==> config.mk <==
export PLATFORM = sky130hd
export DESIGN_NAME = pwm_multi_channel
export DESIGN_NICKNAME = d
export VERILOG_FILES = /design/src/rtl/pwm_pkg.sv /design/src/rtl/pwm_timebase.sv /design/src/rtl/pwm_multi_channel.sv
export SDC_FILE = /design/constraint.sdc
export NUM_CORES = 1
export LEC_CHECK = 0
export ABC_AREA = 1
export BUFFER_PORTS_ARGS = -buffer_cell sky130_fd_sc_hd__buf_2
export CAP_MARGIN = 20
export CORE_MARGIN = 5
export CORE_UTILIZATION = 40
export CTS_BUF_LIST = sky130_fd_sc_hd__clkbuf_16
export DETAILED_ROUTE_END_ITERATION = 8
export SLEW_MARGIN = 20
export SYNTH_ARGS = -nofsm -noshare
export SYNTH_HDL_FRONTEND = slang
export SYNTH_HIERARCHICAL = 1
export SYNTH_SLANG_ARGS = --single-unit
==> constraint.sdc <==
create_clock -name clk -period 8 [get_ports clk]
set_input_delay 0.8 -clock clk [delete_from_list [all_inputs] [get_ports clk]]
set_output_delay 0.8 -clock clk [all_outputs]
set_load 0.05 [all_outputs]
==> src/rtl/pwm_pkg.sv <==
`default_nettype none
// ============================================================================
//  Module   : pwm_pkg
//  Purpose  : Shared constants and types for the multi-channel PWM block.
//  Revision : 1.0 - initial release
// ============================================================================
package pwm_pkg;

    // Alignment mode encoding, as seen on center_mode and the mode shadow
    localparam logic MODE_EDGE   = 1'b0;
    localparam logic MODE_CENTER = 1'b1;

    // Default widths for the counter/duty/period and the prescaler
    localparam int CNT_W_DEF = 8;
    localparam int PRE_W_DEF = 8;

    // Count direction of the up/down counter in centre-aligned mode
    typedef enum logic {
        DIR_UP   = 1'b0,
        DIR_DOWN = 1'b1
    } dir_t;

endpackage : pwm_pkg
`default_nettype wire

==> src/rtl/pwm_timebase.sv <==
`default_nettype none
// ============================================================================
//  Module   : pwm_timebase
//  Purpose  : Prescaler, edge/centre period counter, shadowed period and mode,
//             and the period-boundary strobe shared by all PWM channels.
//  Revision : 1.0 - initial release
// ============================================================================
module pwm_timebase
    import pwm_pkg::*;
#(
    parameter int CNT_W = CNT_W_DEF,
    parameter int PRE_W = PRE_W_DEF
) (
    input  logic             clk,
    input  logic             rst,
    input  logic [CNT_W-1:0] period,
    input  logic [PRE_W-1:0] prescale,
    input  logic             center_mode,
    output logic [CNT_W-1:0] cnt,
    output logic             boundary,
    output logic             period_tick
);

    logic [PRE_W-1:0] r_pre_cnt;
    logic [CNT_W-1:0] r_cnt;
    logic [CNT_W-1:0] r_period_sh;
    logic             r_mode_sh;
    dir_t             r_dir;
    logic             r_period_tick;

    logic w_tick;
    logic w_at_top;
    logic w_centre;
    logic w_boundary;
    logic w_next_centre;

    // Tick, turnaround and boundary decode from the current shadowed settings.
    // A zero period in centre mode degenerates to edge behaviour.
    always_comb begin
        w_tick        = (r_pre_cnt == prescale);
        w_at_top      = (r_cnt == r_period_sh);
        w_centre      = (r_mode_sh == MODE_CENTER) && (r_period_sh != '0);
        w_boundary    = w_tick && (w_centre ? ((r_dir == DIR_DOWN) && (r_cnt == '0))
                                            : w_at_top);
        // Mode that takes effect at this boundary; centre periods resume at 1
        // so the bottom value is not repeated across the turnaround.
        w_next_centre = (center_mode == MODE_CENTER) && (period != '0);
    end

    // Prescaler, counter, direction and shadow loads
    always_ff @(posedge clk) begin
        if (rst) begin
            r_pre_cnt     <= '0;
            r_cnt         <= '0;
            r_period_sh   <= '0;
            r_mode_sh     <= MODE_EDGE;
            r_dir         <= DIR_UP;
            r_period_tick <= 1'b0;
        end else begin
            r_pre_cnt     <= w_tick ? '0 : r_pre_cnt + PRE_W'(1);
            r_period_tick <= w_boundary;
            if (w_boundary) begin
                r_period_sh <= period;
                r_mode_sh   <= center_mode;
                r_dir       <= DIR_UP;
                r_cnt       <= (w_centre && w_next_centre) ? CNT_W'(1) : '0;
            end else if (w_tick) begin
                if (!w_centre) begin
                    r_cnt <= r_cnt + CNT_W'(1);
                end else if (r_dir == DIR_UP) begin
                    if (w_at_top) begin
                        r_dir <= DIR_DOWN;
                        r_cnt <= r_cnt - CNT_W'(1);
                    end else begin
                        r_cnt <= r_cnt + CNT_W'(1);
                    end
                end else begin
                    r_cnt <= r_cnt - CNT_W'(1);
                end
            end
        end
    end

    assign cnt         = r_cnt;
    assign boundary    = w_boundary;
    assign period_tick = r_period_tick;

endmodule : pwm_timebase
`default_nettype wire

==> src/rtl/pwm_multi_channel.sv <==
`default_nettype none
// ============================================================================
//  Module   : pwm_multi_channel
//  Purpose  : NUM_CH-output PWM with per-channel double-buffered duty, shared
//             programmable period/prescaler, edge or centre alignment.
//  Revision : 1.0 - initial release
// ============================================================================
module pwm_multi_channel
    import pwm_pkg::*;
#(
    parameter int NUM_CH = 16,
    parameter int CNT_W  = CNT_W_DEF,
    parameter int PRE_W  = PRE_W_DEF,
    parameter int ADDR_W = 4
) (
    input  logic              clk,
    input  logic              rst,
    input  logic [NUM_CH-1:0] en_out,
    input  logic [NUM_CH-1:0] en_pwm,
    input  logic              duty_we,
    input  logic [ADDR_W-1:0] duty_addr,
    input  logic [CNT_W-1:0]  duty_wdata,
    input  logic [CNT_W-1:0]  period,
    input  logic [PRE_W-1:0]  prescale,
    input  logic              center_mode,
    output logic [NUM_CH-1:0] out,
    output logic              period_tick
);

    logic [CNT_W-1:0]  w_cnt;
    logic              w_boundary;
    logic [NUM_CH-1:0] w_pwm_raw;
    logic [NUM_CH-1:0] r_out;

    pwm_timebase #(
        .CNT_W (CNT_W),
        .PRE_W (PRE_W)
    ) u_timebase (
        .clk         (clk),
        .rst         (rst),
        .period      (period),
        .prescale    (prescale),
        .center_mode (center_mode),
        .cnt         (w_cnt),
        .boundary    (w_boundary),
        .period_tick (period_tick)
    );

    // Per-channel duty register, shadow and compare. Addresses at or above
    // NUM_CH match no channel, so those writes fall away naturally.
    for (genvar i = 0; i < NUM_CH; i++) begin : g_ch
        logic [CNT_W-1:0] r_duty_reg;
        logic [CNT_W-1:0] r_duty_sh;

        // Duty write and boundary load; the shadow takes the pre-write value
        always_ff @(posedge clk) begin
            if (rst) begin
                r_duty_reg <= '0;
                r_duty_sh  <= '0;
            end else begin
                if (duty_we && (duty_addr == ADDR_W'(i))) begin
                    r_duty_reg <= duty_wdata;
                end
                if (w_boundary) begin
                    r_duty_sh <= r_duty_reg;
                end
            end
        end

        assign w_pwm_raw[i] = (w_cnt < r_duty_sh);
    end : g_ch

    // Output mux: disabled -> low, PWM bypassed -> high, else compare result
    always_ff @(posedge clk) begin
        if (rst) begin
            r_out <= '0;
        end else begin
            r_out <= en_out & (~en_pwm | w_pwm_raw);
        end
    end

    assign out = r_out;

endmodule : pwm_multi_channel
`default_nettype wire
==> flow_summary_export.csv <==
group,metric,value,unit
run_status,status,"complete, no violations",
global_route,grt_max_degree,160,
timing,fin_crit_sh,0.487,
critical_path,path_class,"flop to flop",
drt,top_layer,"met4",
drt,dr_wl_met3,1.47,mm
global_route,grt_remaining_overflow,0,
drt,wl_met1,16.7,mm
floorplanning,start_util,0.407,
timing,finClkSkew,0.0107,ns
critical_path,cp_max_fo,132,
global_route,grt_use_total,0.174,
timing,hold_viol_final,0,
synthesis,synthTopCellsByArea,"dfxtp_1, ha_1, o21ai_0",
finish,fin_util,0.462,
critical_path,cp-start-kind,"flop",
placement,gp_congestion,0.833,
clock_network,clock_sinks,299,
drt,viasPerCell,4.85,
finish,nFillCells,3386,
clock_network,htreeDepth,2,
floorplanning,dieArea,38000,um2
critical_path,worstPathRequired,8.44,ns
finish,final_net_count,2095,
synthesis,syn_inst,1858,
global_route,grt_first_pass_wirelength,55.0,mm
drt,drtIter0Drc,572,
pwr,powerDensity,204,nW/um2
floorplanning,io_pins,81,
synthesis,synth_top_area_share,0.438,
timing,rsz0062_at_grt,"no",
global_route,antenna_found_initial,0,
finish,drive_gt1_frac,0.0779,
hold_path,min_path_type,"flop to flop",
clock_network,post_cts_resized,0,
run,cap_violations,0,
synthesis,synth-seq-cells,299,
placement,portBuffers,80,
synthesis,yosys.area.top_type,"dfxtp_1",
pwr,peakVddDrop,126,uV
timing,maxSlewViolCount,0,
timing,fin_crit,3.89,ns
timing,tightest_slew,0.949,ns
drt,vias,11600,
synthesis,synth_nets,2037,
floorplanning,die_h,195,um
timing,max_freq,257,MHz
pwr,power_leakage,0.00719,uW
timing,relSlewSlack,0.368,
synthesis,yosys_warnings,6,
global_route,first_global_vias,10800,
drt,avgRoutedWirePerCell,14.2,um
critical_path,crit_arrival,4.33,ns
floorplanning,core-area,33600,um2
drt,ant_nets,0,
clock_network,clk_path_buf_depth,3,
clock_network,clockRootBuffer,"clkbuf_16",
clock_network,cts_hold_buf,0,
clock_network,cts_buffers,35,
drt,drt-pass1-iter-count,5,
clock_network,cts_tree,"built",
drt,drc_errors,0,
synthesis,synth.avg_cell_area,7.36,um2
drt,dr_wl_met2,15.0,mm
floorplanning,die_width,195,um
floorplanning,fp-row-count,67,
clock_network,post_cts.repair.setup_buffers,0,
finish,area_growth,13.5,%
synthesis,synth_cell_types,27,
clock_network,clkLatencyLatePin,0.51,ns
timing,setup_viol,0,
synthesis,synth_seq_area_share,0.438,
critical_path,critPathCaptureType,"flop",
drt,drt_wl_total,33.8,mm
clock_network,clk_pin_slew,0.06,ns
timing,setup_tns,0,ns
placement,hpwl,21.3,mm
synthesis,synth_area,13700,um2
## per-layer routing
metal	vias to the layer above	track usage
met5	-	0
li1	6105	-
met1	5236	0.242
met2	189	0.285
met4	0	0.0458
met3	49	0.0234
## critical path, stage by stage (launching register included)
cell and delay [ns]:
dfxtp_1 0.71, buf_4 0.34, inv_1 0.11, nand3_1 0.10, nor2_2 0.05, nor2_1 0.23
nor2_4 0.08, nand2_4 0.14, inv_1 0.05, buf_4 0.28, inv_6 0.65, buf_4 0.69
o21ai_0 0.18, a21oi_1 0.16
## layout make-up
class / instances / area (um2) / share of cell area
antenna: 1 / 2.50 / 0.000161
clock buffer: 37 / 926 / 0.0597
clock inverter: 23 / 145 / 0.00935
inverter: 228 / 866 / 0.0558
multi-input combinational: 1260 / 6550 / 0.422
sequential: 299 / 5990 / 0.386
tap: 448 / 561 / 0.0361
timing repair buffer: 92 / 490 / 0.0316
## cell usage in the layout, fill, tap and decap left out
| cell | n |
|---|---|
| a21oi_1 | 180 |
| buf_2 | 80 |
| buf_4 | 12 |
| bufinv_16 | 2 |
| clkbuf_16 | 37 |
| clkinv_1 | 10 |
| clkinv_2 | 1 |
| dfxtp_1 | 299 |
| diode_2 | 1 |
| ha_1 | 115 |
| inv_1 | 231 |
| inv_2 | 4 |
| inv_6 | 3 |
| nand2_1 | 290 |
| nand2_2 | 4 |
| nand2_4 | 1 |
| nand3_1 | 27 |
| nand3_2 | 1 |
| nand3b_1 | 1 |
| nand4_1 | 4 |
| nor2_1 | 326 |
| nor2_2 | 3 |
| nor2_4 | 1 |
| nor2_8 | 1 |
| nor3_1 | 18 |
| o21ai_0 | 259 |
| o21ai_1 | 5 |
| o21ai_4 | 1 |
| xnor2_1 | 12 |
| xor2_1 | 11 |
## synth_stat cells
| library cell | number |
|---|---|
| nand3_1 | 27 |
| nor2_4 | 1 |
| buf_6 | 2 |
| o21ai_1 | 5 |
| dfxtp_1 | 299 |
| nor3_1 | 18 |
| nand3b_1 | 1 |
| nand2_2 | 4 |
| nand3_2 | 1 |
| inv_1 | 223 |
| nor2_8 | 1 |
| a21oi_1 | 180 |
| buf_1 | 5 |
| nand4_1 | 4 |
| o21ai_0 | 259 |
| ha_1 | 115 |
| xor2_1 | 11 |
| clkinv_1 | 1 |
| o21ai_4 | 1 |
| nand2_1 | 290 |
| nor2_1 | 326 |
| clkbuf_1 | 54 |
| nand2_4 | 1 |
| inv_2 | 4 |
| xnor2_1 | 12 |
| buf_2 | 10 |
| nor2_2 | 3 |
## cells by family (layout without fill, tap and decap cells)
| family | after synthesis | in the layout | share of synthesized area |
|---|---|---|---|
| compound gates | 445 | 445 | 0.164 |
| xor+xnor | 23 | 23 | 0.0147 |
| fa+ha+maj | 115 | 115 | 0.105 |
| buf+inv | 299 | 380 | 0.0840 |
| flops | 299 | 299 | 0.438 |
| other cells | 0 | 1 | 0 |
| simple gates | 677 | 677 | 0.195 |
## stage by stage
step	power (uW)	setup slack, ns	hold WS, ns	instances	area (um2)
finish	3170	4.11	0.455	2388	15500
global route	3290	3.65	0.438	2387	15500
CTS	3210	3.85	0.435	2387	15500
detailed placement	1700	3.85	0.448	2327	14400
global placement	1700	3.92	0.439	2327	14400
floorplan	1640	5.49	0.430	1858	13700
## power breakdown
group	leakage [uW]	switching [uW]	internal [uW]
Sequential	0.00242	8.79	1510
Clock	0.000560	609	892
Combinational	0.00421	105	41.7
## final timing paths
check | from | to | slack (ns) | cells after the start
max | u_timebase/cnt[7] | g_ch[15].r_duty_sh[1] | 4.11 | 13
min | g_ch[0].r_duty_reg[0] | g_ch[0].r_duty_reg[0] | 0.45 | 2
max reg2reg | u_timebase/cnt[7] | g_ch[15].r_duty_sh[1] | 4.11 | 13
min reg2reg | g_ch[0].r_duty_reg[0] | g_ch[0].r_duty_reg[0] | 0.45 | 2
Power figures use the tool's default switching activity.
